$ cat config.mk
export PLATFORM = sky130hd
export DESIGN_NAME = vram_arbiter_flat
export DESIGN_NICKNAME = d
export VERILOG_FILES = /design/src/rtl/vram_if.sv /design/src/rtl/vram_arbiter.sv /design/src/flat_wrapper.sv
export SDC_FILE = /design/constraint.sdc
export NUM_CORES = 1
export LEC_CHECK = 0
export ABC_CLOCK_PERIOD_IN_PS = 2900
export CORE_MARGIN = 5
export CORE_UTILIZATION = 58
export CTS_BUF_LIST = sky130_fd_sc_hd__clkbuf_8
export DETAILED_ROUTE_END_ITERATION = 16
export DONT_BUFFER_PORTS = 1
export HOLD_SLACK_MARGIN = 0.15
export PLACE_DENSITY = 0.85
export SLEW_MARGIN = 20
export SYNTH_ARGS = -nofsm -noshare
export SYNTH_HDL_FRONTEND = slang
export SYNTH_SLANG_ARGS = --single-unit
export TNS_END_PERCENT = 100
$ cat constraint.sdc
create_clock -name clk -period 2.9 [get_ports clk]
set_input_delay 0.58 -clock clk [delete_from_list [all_inputs] [get_ports clk]]
set_output_delay 0.58 -clock clk [all_outputs]
set_load 0.01 [all_outputs]
$ cat src/rtl/vram_if.sv
// Signal bundle between the picture-RAM arbiter and its neighbours:
// the sync generator (display reads), the board renderer (writes) and
// the single-port RAM macro. The arbiter uses the slave modport; the
// environment driving requests and modelling the RAM uses master.
//
// Handshake: a write transfers on every rising clk edge where
// wr_req && wr_ready are both 1; wr_ready does not depend on wr_req, and
// the writer must hold wr_addr/wr_data stable while wr_req is high and
// wr_ready is low. Display reads have no back-pressure: disp_req is
// always honoured and answered by disp_valid two edges later.
interface vram_if #(
   parameter int ADDR_W = 19,
   parameter int DATA_W = 8
);
   logic              disp_req;
   logic [ADDR_W-1:0] disp_addr;
   logic [DATA_W-1:0] disp_data;
   logic              disp_valid;

   logic              wr_req;
   logic [ADDR_W-1:0] wr_addr;
   logic [DATA_W-1:0] wr_data;
   logic              wr_ready;
   logic              wr_oob;
   logic              busy;

   logic [ADDR_W-1:0] mem_addr;
   logic              mem_we;
   logic [DATA_W-1:0] mem_wdata;
   logic [DATA_W-1:0] mem_rdata;

   modport slave (
      input  disp_req, disp_addr, wr_req, wr_addr, wr_data, mem_rdata,
      output disp_data, disp_valid, wr_ready, wr_oob, busy,
             mem_addr, mem_we, mem_wdata
   );

   modport master (
      output disp_req, disp_addr, wr_req, wr_addr, wr_data, mem_rdata,
      input  disp_data, disp_valid, wr_ready, wr_oob, busy,
             mem_addr, mem_we, mem_wdata
   );
endinterface

$ cat src/rtl/vram_arbiter.sv
// Picture-RAM arbiter: display reads always win the RAM port; game-logic
// writes wait in a small FIFO and are committed in cycles without a read
// (blanking). RAM address/write controls are registered; read data comes
// back one cycle after the address and is re-registered, so disp_valid is
// disp_req delayed by two edges.
module vram_arbiter #(
   parameter int ADDR_W     = 19,
   parameter int DATA_W     = 8,
   parameter int FIFO_DEPTH = 4,
   parameter int PIX_COUNT  = 307200
) (
   input  logic       clk,
   input  logic       rst,
   vram_if.slave      bus,
   output logic [1:0] dbg_grant
);

   localparam int PTR_W = (FIFO_DEPTH > 1) ? $clog2(FIFO_DEPTH) : 1;
   localparam int CNT_W = PTR_W + 1;
   localparam logic [CNT_W-1:0]  DEPTH_C   = CNT_W'(FIFO_DEPTH);
   localparam logic [ADDR_W-1:0] PIX_LIMIT = ADDR_W'(PIX_COUNT);

   // Port owner for the current edge; the registered copy is the
   // observable arbiter state.
   typedef enum logic [1:0] {
      GNT_IDLE  = 2'd0,
      GNT_DISP  = 2'd1,
      GNT_WRITE = 2'd2
   } grant_e;

   grant_e grant_q, grant_d;

   // Writer FIFO
   logic [ADDR_W-1:0] fifo_addr [FIFO_DEPTH];
   logic [DATA_W-1:0] fifo_data [FIFO_DEPTH];
   logic [PTR_W-1:0]  wr_ptr, rd_ptr;
   logic [CNT_W-1:0]  count;
   logic              full, empty;
   logic              accept, in_range, push, pop;

   // RAM port and display pipeline registers
   logic [ADDR_W-1:0] mem_addr_q;
   logic              mem_we_q;
   logic [DATA_W-1:0] mem_wdata_q;
   logic              rd_tag1, rd_tag2;
   logic              disp_valid_q;
   logic [DATA_W-1:0] disp_data_q;
   logic              wr_oob_q;

   // Readiness comes only from the registered count, so a pop in the same
   // cycle never lets a push into a full FIFO.
   assign full     = (count == DEPTH_C);
   assign empty    = (count == '0);
   assign accept   = bus.wr_req && !full;
   assign in_range = (bus.wr_addr < PIX_LIMIT);
   assign push     = accept && in_range;

   // Arbitration: display first, then FIFO head, else idle.
   always_comb begin
      grant_d = GNT_IDLE;
      pop     = 1'b0;
      if (bus.disp_req) begin
         grant_d = GNT_DISP;
      end else if (!empty) begin
         grant_d = GNT_WRITE;
         pop     = 1'b1;
      end
   end

   // Arbiter state register.
   always_ff @(posedge clk or posedge rst) begin
      if (rst) grant_q <= GNT_IDLE;
      else     grant_q <= grant_d;
   end

   // FIFO pointers and occupancy; pointers wrap naturally at DEPTH.
   always_ff @(posedge clk or posedge rst) begin
      if (rst) begin
         wr_ptr <= '0;
         rd_ptr <= '0;
         count  <= '0;
      end else begin
         if (push) wr_ptr <= wr_ptr + 1'b1;
         if (pop)  rd_ptr <= rd_ptr + 1'b1;
         case ({push, pop})
            2'b10:   count <= count + 1'b1;
            2'b01:   count <= count - 1'b1;
            default: count <= count;
         endcase
      end
   end

   // FIFO storage; contents are meaningless while the count says empty.
   always_ff @(posedge clk) begin
      if (push) begin
         fifo_addr[wr_ptr] <= bus.wr_addr;
         fifo_data[wr_ptr] <= bus.wr_data;
      end
   end

   // RAM port registers; write enable is cleared asynchronously so a
   // reset can never leave a half-issued write on the RAM.
   always_ff @(posedge clk or posedge rst) begin
      if (rst) begin
         mem_addr_q  <= '0;
         mem_we_q    <= 1'b0;
         mem_wdata_q <= '0;
      end else begin
         case (grant_d)
            GNT_DISP: begin
               mem_addr_q <= bus.disp_addr;
               mem_we_q   <= 1'b0;
            end
            GNT_WRITE: begin
               mem_addr_q  <= fifo_addr[rd_ptr];
               mem_wdata_q <= fifo_data[rd_ptr];
               mem_we_q    <= 1'b1;
            end
            default: begin
               mem_we_q <= 1'b0;
            end
         endcase
      end
   end

   // Read tag pipeline: tag1 follows the address cycle, tag2 the RAM data
   // cycle, and the output stage captures the RAM data.
   always_ff @(posedge clk or posedge rst) begin
      if (rst) begin
         rd_tag1      <= 1'b0;
         rd_tag2      <= 1'b0;
         disp_valid_q <= 1'b0;
         disp_data_q  <= '0;
      end else begin
         rd_tag1      <= bus.disp_req;
         rd_tag2      <= rd_tag1;
         disp_valid_q <= rd_tag2;
         if (rd_tag2) disp_data_q <= bus.mem_rdata;
      end
   end

   // Out-of-range flag: one-cycle pulse after an accepted bad write.
   always_ff @(posedge clk or posedge rst) begin
      if (rst) wr_oob_q <= 1'b0;
      else     wr_oob_q <= accept && !in_range;
   end

   assign bus.wr_ready   = !full;
   assign bus.wr_oob     = wr_oob_q;
   assign bus.busy       = !empty || mem_we_q;
   assign bus.mem_addr   = mem_addr_q;
   assign bus.mem_we     = mem_we_q;
   assign bus.mem_wdata  = mem_wdata_q;
   assign bus.disp_valid = disp_valid_q;
   assign bus.disp_data  = disp_data_q;
   assign dbg_grant      = grant_q;

endmodule

$ cat src/flat_wrapper.sv
// flat-port wrapper written by rule: the top's interface ports become plain ports
module vram_arbiter_flat 
#(
   parameter int ADDR_W     = 19,
   parameter int DATA_W     = 8,
   parameter int FIFO_DEPTH = 4,
   parameter int PIX_COUNT  = 307200
)
  (clk, rst, dbg_grant, bus_disp_req, bus_disp_addr, bus_wr_req, bus_wr_addr, bus_wr_data, bus_mem_rdata, bus_disp_data, bus_disp_valid, bus_wr_ready, bus_wr_oob, bus_busy, bus_mem_addr, bus_mem_we, bus_mem_wdata);
  vram_if #(.ADDR_W(ADDR_W), .DATA_W(DATA_W)) bus_i ();
  input  logic clk;
  input  logic rst;
  output logic [1:0] dbg_grant;
  input wire logic [$bits(bus_i.disp_req)-1:0] bus_disp_req;
  input wire logic [$bits(bus_i.disp_addr)-1:0] bus_disp_addr;
  input wire logic [$bits(bus_i.wr_req)-1:0] bus_wr_req;
  input wire logic [$bits(bus_i.wr_addr)-1:0] bus_wr_addr;
  input wire logic [$bits(bus_i.wr_data)-1:0] bus_wr_data;
  input wire logic [$bits(bus_i.mem_rdata)-1:0] bus_mem_rdata;
  output wire logic [$bits(bus_i.disp_data)-1:0] bus_disp_data;
  output wire logic [$bits(bus_i.disp_valid)-1:0] bus_disp_valid;
  output wire logic [$bits(bus_i.wr_ready)-1:0] bus_wr_ready;
  output wire logic [$bits(bus_i.wr_oob)-1:0] bus_wr_oob;
  output wire logic [$bits(bus_i.busy)-1:0] bus_busy;
  output wire logic [$bits(bus_i.mem_addr)-1:0] bus_mem_addr;
  output wire logic [$bits(bus_i.mem_we)-1:0] bus_mem_we;
  output wire logic [$bits(bus_i.mem_wdata)-1:0] bus_mem_wdata;
  assign bus_i.disp_req = bus_disp_req;
  assign bus_i.disp_addr = bus_disp_addr;
  assign bus_i.wr_req = bus_wr_req;
  assign bus_i.wr_addr = bus_wr_addr;
  assign bus_i.wr_data = bus_wr_data;
  assign bus_i.mem_rdata = bus_mem_rdata;
  assign bus_disp_data = bus_i.disp_data;
  assign bus_disp_valid = bus_i.disp_valid;
  assign bus_wr_ready = bus_i.wr_ready;
  assign bus_wr_oob = bus_i.wr_oob;
  assign bus_busy = bus_i.busy;
  assign bus_mem_addr = bus_i.mem_addr;
  assign bus_mem_we = bus_i.mem_we;
  assign bus_mem_wdata = bus_i.mem_wdata;
  vram_arbiter #(.ADDR_W(ADDR_W), .DATA_W(DATA_W), .FIFO_DEPTH(FIFO_DEPTH), .PIX_COUNT(PIX_COUNT)) u_core (.clk(clk), .rst(rst), .bus(bus_i), .dbg_grant(dbg_grant));
endmodule
==> load_flow_metrics.sql, run 1 <==
INSERT INTO impl_metrics (metric_group, metric, value, unit) VALUES
('timing', 'fin_crit', '2530', 'ps'),
('floorplan', 'dieArea', '0.0122', 'mm²'),
('floorplan', 'fp.coreArea', '0.00982', 'mm²'),
('status', 'status', 'complete, no violations', ''),
('synth', 'synth-main-ff-cell', 'sky130_fd_sc_hd__edfxtp_1', ''),
('synth', 'synth_cells', '290', ''),
('synth', 'xor_xnor_fraction_of_synth_area', '0.895', '%'),
('layout', 'seq_area', '0.00442', 'mm²'),
('synth', 'synth_top_area_cell', 'sky130_fd_sc_hd__edfxtp_1', ''),
('pwr', 'power_leakage', '2.40', 'nW'),
('synth', 'synth_top_family_by_area', 'multiplexers', ''),
('layout', 'layout-area-overhead-vs-synth', '11.1', '%'),
('clock_tree', 'tritoncts', 'yes', ''),
('layout', 'final.fill_count', '658', ''),
('pwr', 'vdd_drop_max', '0.519', 'mV'),
('worst_setup_path', 'type_of_origin_of_the_critical_path', 'register', ''),
('route', 'detail_route.iter0.violations', '213', ''),
('route', 'antenna_left', '0', ''),
('synth', 'synth_compound_gate_area_share', '3.52', '%'),
('timing', 'setup_slack_of_the_critical_path_after_layout', '367', 'ps'),
('floorplan', 'row_count', '36', ''),
('synth', 'post_synth_fa_ha_maj_area_fraction', '1.41', '%'),
('synth', 'syn-cell-area', '0.00587', 'mm²'),
('worst_setup_path', 'rr_worst_depth', '8', ''),
('global_routing', 'grt_max_degree', '32', ''),
('synth', 'mappedNetlistNets', '354', ''),
('layout', 'antenna_cells', '0', ''),
('timing', 'final_slew_violations', '0', ''),
('route', 'routedWlPerCell', '22.5', 'µm'),
('timing', 'final-hold-violation-count', '0', ''),
('synth', 'post-synth-top-count-cell', 'sky130_fd_sc_hd__edfxtp_1', ''),
('worst_setup_path', 'critical_path.max_fanout', '31', ''),
('placement', 'placed_area', '0.00605', 'mm²'),
('pwr', 'switching_power', '1.71', 'mW'),
('pwr', 'seq_power_share', '50.8', '%'),
('timing', 'final.setup_skew', '11.6', 'ps'),
('pwr', 'p_comb_share', '20.7', '%'),
('worst_setup_path', 'critical_path.reg2reg.endpoint', 'u_core.count[2]', ''),
('floorplan', 'die_width', '111', 'µm'),
('worst_setup_path', 'setup_slack_of_the_most_critical_reg_to_reg_path', '370', 'ps'),
('timing', 'setup_violations', '0', ''),
('worst_setup_path', 'worst_r2r_startpoint', 'u_core.count[0]', ''),
('worst_setup_path', 'timing.critical_path.to_type', 'register', ''),
('placement', 'buffer_ports.inserted', '0', ''),
('route', 'dr.pass1.iters', '4', ''),
('clock_tree', 'worst_setup_hold_path_clk_slew', '80', 'ps'),
('synth', 'yosys.cell_types.count', '27', ''),
('timing', 'period_share', '87.3', '%'),
('timing', 'final.setup.tns', '0', 'ps'),
('synth', 'synth-edff-count', '108', ''),
('synth', 'yosysWarningCount', '0', ''),
('worst_setup_path', 'critPathArrivalTime', '2880', 'ps'),
('min_path', 'timing.hold.worst.class', 'in -> reg', ''),
('timing', 'timing.max_slew.rel_slack', '43.9', '%'),
('placement', 'dp.final_hpwl', '6.88', 'mm'),
('clock_tree', 'clock_tree.htree_level_count', '4', ''),
('synth', 'ys_ff_latch', '155', ''),
('timing', 'tightest_slew', '839', 'ps'),
('pwr', 'power.internal', '4.53', 'mW'),
('synth', 'synth.area.mux_share', '13.9', '%'),
('layout', 'drive_above_1_share', '28.0', '%'),
('pwr', 'clock_power_share', '28.5', '%'),
('route', 'routed_wl', '10.2', 'mm'),
('run', 'max-cap-violations', '0', ''),
('clock_tree', 'cts.repair.resized', '0', ''),
('synth', 'synthTopCellsByCount', 'sky130_fd_sc_hd__edfxtp_1 (108), sky130_fd_sc_hd__dfrtp_1 (47), sky130_fd_sc_hd__inv_1 (26), sky130_fd_sc_hd__mux4_2 (26), sky130_fd_sc_hd__a222oi_1 (19)', ''),
('clock_tree', 'cts_made_buffers', '17', ''),
('route', 'detail_route.drc_violations', '0', ''),
('synth', 'netlist.area_leader.share', '55.3', '%'),
('clock_tree', 'clkSinkCount', '155', ''),
('timing', 'grt_setup_unrepaired', 'false', '');
## cells by family (layout without fill, tap and decap cells)
logic type               Yosys count  in the layout
buffers and inverters             41             73
flip-flops                       155            155
adder cells (fa/ha/maj)            6              6
AND/OR/NAND/NOR                   16             16
AO/OA/AOI/OAI                     21             21
multiplexers                      45             45
XOR/XNOR                           6              6
## critical path, cell delays in order (launching register included)
cell and delay, ps:
sky130_fd_sc_hd__dfrtp_1 470, sky130_fd_sc_hd__nor3_1 130, sky130_fd_sc_hd__nor2_4 650, sky130_fd_sc_hd__ha_1 300
sky130_fd_sc_hd__inv_1 60, sky130_fd_sc_hd__fa_1 370, sky130_fd_sc_hd__xor2_1 150, sky130_fd_sc_hd__nor2_1 130
sky130_fd_sc_hd__xor2_1 180
## what timing repair did
action / CTS / global route
hold buffers: 1 / 1
setup endpoints to repair: 0 / 0
hold endpoints to repair: 22 / 1
## cell usage in the layout (no fill, tap or decap), drive strengths merged, types with 4 or more instances in the layout
cell type | Yosys | layout
mux4 | 27 | 27
nand2 | 4 | 4
inv | 26 | 32
bufinv | 0 | 5
buf | 10 | 13
ha | 5 | 5
clkbuf | 5 | 18
dfrtp | 47 | 47
and2 | 4 | 4
a222oi | 19 | 19
mux2 | 17 | 17
edfxtp | 108 | 108
## flip-flops by register name, indices dropped and copies added, names as in the netlist
signal and count:
u_core.fifo_addr 76, u_core.fifo_data 32, u_core.bus.mem_addr 19, u_core.bus.disp_data 8
u_core.bus.mem_wdata 8, u_core.count 3, u_core.dbg_grant 2, u_core.rd_ptr 2
u_core.wr_ptr 2, u_core.bus.disp_valid 1, u_core.bus.wr_oob 1, u_core.rd_tag2 1
## per-layer routing
metal | global-route usage, % | vias to the layer above | wire (µm)
met3 | 6.95 | 8 | 766
li1 | - | 1183 | -
met4 | 5.99 | 0 | 99
met1 | 20.4 | 1395 | 3730
met5 | 0 | - | 0
met2 | 29.8 | 94 | 5630
## worst max path at each step
| stage | slack (ps) | end | cells past startpoint | start |
|---|---|---|---|---|
| after floorplan | 650 | u_core.fifo_addr[0][0] | 4 | bus_wr_addr[14] |
| after global routing | 160 | u_core.count[2] | 8 | u_core.count[0] |
| after detailed placement | 400 | u_core.count[2] | 8 | u_core.count[0] |
| after global placement | 490 | u_core.count[2] | 7 | bus_disp_req |
| after CTS | 310 | u_core.count[2] | 8 | u_core.count[0] |
| final | 370 | u_core.count[2] | 8 | u_core.count[0] |
## area by class of cell
class / instances / area share (%)
inverters: 26 / 1.50
clock buffers: 18 / 3.80
multi-input cells: 94 / 19.3
repair buffers: 15 / 1.99
clock inverters: 14 / 3.09
well taps: 133 / 2.55
flip-flops and latches: 155 / 67.8
## power by group through the flow
stage | sequential, mW | combinational (mW) | clock (mW)
2_1_floorplan | 3.09 | 1.11 | 0
3_3_place_gp | 3.20 | 1.27 | 0
3_5_place_dp | 3.23 | 1.32 | 0
4_1_cts | 3.18 | 1.33 | 1.81
5_1_grt | 3.22 | 1.44 | 1.92
6_report | 3.17 | 1.29 | 1.78
## per-stage QoR
step           utilization (%)  total power [mW]  cells
2_1_floorplan                -              4.20    290
3_3_place_gp              61.7              4.47    421
3_5_place_dp              61.7              4.55    421
4_1_cts                   66.3              6.32    454
5_1_grt                   66.4              6.57    455
6_report                  66.4              6.24    455
No activity file was read; power rests on OpenSTA's default activity.
==> run 2, diff against run 1 <==
--- a/config.mk
+++ b/config.mk
@@ -7,12 +7,12 @@
 export LEC_CHECK = 0
 export ABC_CLOCK_PERIOD_IN_PS = 2900
 export CORE_MARGIN = 5
-export CORE_UTILIZATION = 58
+export CORE_UTILIZATION = 35
 export CTS_BUF_LIST = sky130_fd_sc_hd__clkbuf_8
 export DETAILED_ROUTE_END_ITERATION = 16
 export DONT_BUFFER_PORTS = 1
 export HOLD_SLACK_MARGIN = 0.15
-export PLACE_DENSITY = 0.85
+export PLACE_DENSITY = 0.6
 export SLEW_MARGIN = 20
 export SYNTH_ARGS = -nofsm -noshare
 export SYNTH_HDL_FRONTEND = slang
==> load_flow_metrics.sql, run 2 (synthesis results as in run 1) <==
INSERT INTO impl_metrics (metric_group, metric, value, unit) VALUES
('clock_tree', 'cts_made_buffers', '17', ''),
('layout', 'layout.core_utilization', '39.9', '%'),
('floorplan', 'io-pin-count', '100', ''),
('global_routing', 'grt_first_pass_wirelength', '18.0', 'mm'),
('worst_setup_path', 'rr_worst_depth', '10', ''),
('floorplan', 'row_count', '47', ''),
('route', 'detail_route.iter0.violations', '228', ''),
('global_routing', 'grt_antenna_before_repair', '0', ''),
('timing', 'period_share', '79.9', '%'),
('worst_setup_path', 'worst_r2r_startpoint', 'u_core.count[0]', ''),
('layout', 'antenna_cells', '0', ''),
('timing', 'final_slew_violations', '0', ''),
('clock_tree', 'clock_tree.root_cell', 'sky130_fd_sc_hd__clkbuf_8', ''),
('worst_setup_path', 'critical_path.max_fanout', '7', ''),
('layout', 'layout-area-overhead-vs-synth', '12.2', '%'),
('global_routing', 'first_global_vias', '2981', ''),
('floorplan', 'fp.coreArea', '0.0165', 'mm²'),
('layout', 'largest_reg_flops', '76', ''),
('clock_tree', 'count_of_buffers_added_by_post_cts_timing_repair_for_setup', '0', ''),
('floorplan', 'dieArea', '0.0195', 'mm²'),
('pwr', 'power-per-cell-area', '924', 'mW/mm²'),
('layout', 'final_common_cell', 'sky130_fd_sc_hd__edfxtp_1', ''),
('placement', 'placed_area', '0.00619', 'mm²'),
('timing', 'final.setup_skew', '12.1', 'ps'),
('pwr', 'seq_power_share', '53.8', '%'),
('worst_setup_path', 'cp_data_required_time', '3270', 'ps'),
('global_routing', 'grt.total_usage', '12.5', '%'),
('layout', 'final_area', '0.00659', 'mm²'),
('timing', 'setup_slack_of_the_critical_path_after_layout', '582', 'ps'),
('clock_tree', 'clock_insertion_delay_worst_skew', '440', 'ps'),
('route', 'detail_route.drc_violations', '0', ''),
('worst_setup_path', 'setup_slack_of_the_most_critical_reg_to_reg_path', '580', 'ps'),
('status', 'status', 'complete, no violations', ''),
('placement', 'buffer_ports.inserted', '0', ''),
('global_routing', 'grt_max_degree', '41', ''),
('clock_tree', 'clkSinkCount', '155', ''),
('layout', 'final.fill_count', '1487', ''),
('worst_setup_path', 'setup.worst_path.start', 'u_core.count[0]', ''),
('run', 'max-cap-violations', '0', ''),
('layout', 'drive_above_1_share', '27.1', '%'),
('clock_tree', 'cts-root-to-sink-buffers', '2', ''),
('pwr', 'switching_share', '28.7', '%'),
('pwr', 'p_comb_share', '20.0', '%'),
('pwr', 'vdd_drop_max', '0.476', 'mV'),
('route', 'antenna_left', '0', ''),
('global_routing', 'gr-total-overflow', '0', ''),
('worst_setup_path', 'critPathArrivalTime', '2690', 'ps'),
('timing', 'timing.hold.ws', '142', 'ps'),
('placement', 'placement.setup.worst_slack', '567', 'ps'),
('route', 'routed_wl', '11.8', 'mm'),
('timing', 'final-hold-violation-count', '0', ''),
('pwr', 'switching_power', '1.75', 'mW'),
('timing', 'timing.max_slew.rel_slack', '47.4', '%'),
('pwr', 'clock_power_share', '26.2', '%'),
('clock_tree', 'clock_tree.htree_level_count', '4', ''),
('timing', 'maxClockFrequency', '431', 'MHz'),
('pwr', 'power.internal', '4.34', 'mW'),
('placement', 'dp.final_hpwl', '7.47', 'mm'),
('floorplan', 'initial_utilization', '35.5', '%'),
('worst_setup_path', 'type_of_origin_of_the_critical_path', 'register', ''),
('layout', 'regMostFlops', 'u_core.fifo_addr', ''),
('timing', 'fin_crit', '2320', 'ps'),
('layout', 'layout_common_cells', 'sky130_fd_sc_hd__edfxtp_1 (108), sky130_fd_sc_hd__dfrtp_1 (45), sky130_fd_sc_hd__inv_1 (29)', ''),
('route', 'dr.pass1.iters', '5', ''),
('clock_tree', 'worst_setup_hold_path_clk_slew', '80', 'ps'),
('route', 'routedWlPerCell', '21.9', 'µm'),
('timing', 'setup_violations', '0', ''),
('route', 'detailroute.via_count', '2705', ''),
('min_path', 'timing.hold.worst.class', 'in -> async', ''),
('worst_setup_path', 'timing.critical_path.to_type', 'register', ''),
('placement', 'place.gp.congestion', '0.682', ''),
('layout', 'layout.nets', '368', ''),
('timing', 'final.setup.tns', '0', 'ps'),
('worst_setup_path', 'timing.setup.critical_path_class', 'reg -> reg', ''),
('worst_setup_path', 'critical_path.reg2reg.endpoint', 'u_core.count[2]', ''),
('route', 'routed_via_density', '5.04', ''),
('timing', 'tightest_slew', '788', 'ps'),
('timing', 'grt_setup_unrepaired', 'false', ''),
('clock_tree', 'tritoncts', 'yes', ''),
('floorplan', 'die_height', '139', 'µm'),
('pwr', 'power_leakage', '2.35', 'nW'),
('floorplan', 'die_width', '139', 'µm');
-- run 2: cell types whose count changed in the layout (fill, tap and decap cells not counted), sizes merged --
| cell | change |
|---|---|
| inv | -3 |
| clkinv | +4 |
| clkinvlp | +1 |
| dlygate4sd3 | -1 |
| buf | -4 |
| bufinv | -2 |
-- run 2: routing by layer --
metal	GRT usage, %	vias to the layer above	part of all wire [%]
met5	0	-	0
met4	3.40	0	0.88
met3	5.52	7	7.4
met2	20.6	94	51
met1	15.2	1430	41
li1	-	1174	-
-- run 2: what timing repair did --
item / 4_1_cts / 5_1_grt
hold buffers: 1 / 0
gates resized for setup: 0 / 0
hold endpoints to repair: 1 / 0
-- run 2: final cells by class --
| type | count | area (µm²) | area share [%] |
|---|---|---|---|
| flip-flops and latches | 155 | 4420 | 67.1 |
| multi-input cells | 94 | 1260 | 19.2 |
| well taps | 220 | 275 | 4.18 |
| clock buffers | 18 | 248 | 3.76 |
| repair buffers | 10 | 140 | 2.13 |
| clock inverters | 14 | 138 | 2.09 |
| inverters | 26 | 98.8 | 1.50 |
-- run 2: critical path, cell delays in order, from the launching register on --
cell and delay (ps):
sky130_fd_sc_hd__dfrtp_1 460, sky130_fd_sc_hd__or3b_1 480, sky130_fd_sc_hd__nand2_1 160, sky130_fd_sc_hd__a21oi_2 90, sky130_fd_sc_hd__inv_1 70, sky130_fd_sc_hd__ha_1 170
sky130_fd_sc_hd__inv_1 60, sky130_fd_sc_hd__fa_1 370, sky130_fd_sc_hd__xor2_1 150, sky130_fd_sc_hd__nor2_1 110, sky130_fd_sc_hd__xor2_1 150
-- run 2: power by group through the flow --
stage | Sequential [mW] | Combinational [mW] | Clock [mW]
after floorplan | 3.09 | 1.11 | 0
after global placement | 3.32 | 1.21 | 0
final | 3.27 | 1.22 | 1.60
after global routing | 3.35 | 1.34 | 1.76
after detailed placement | 3.35 | 1.25 | 0
after CTS | 3.30 | 1.25 | 1.65
-- run 2: per-stage QoR --
step / power, mW / instances
6_report: 6.09 / 537
5_1_grt: 6.44 / 537
4_1_cts: 6.20 / 537
3_5_place_dp: 4.60 / 504
3_3_place_gp: 4.54 / 504
2_1_floorplan: 4.20 / 290
-- run 2: worst max-delay path by stage --
stage,end,cells after the start
global placement,u_core.count[2],10
finish,u_core.count[2],10
global route,u_core.count[2],10
detailed placement,u_core.count[2],10
floorplan,u_core.fifo_addr[0][0],4
CTS,u_core.count[2],10
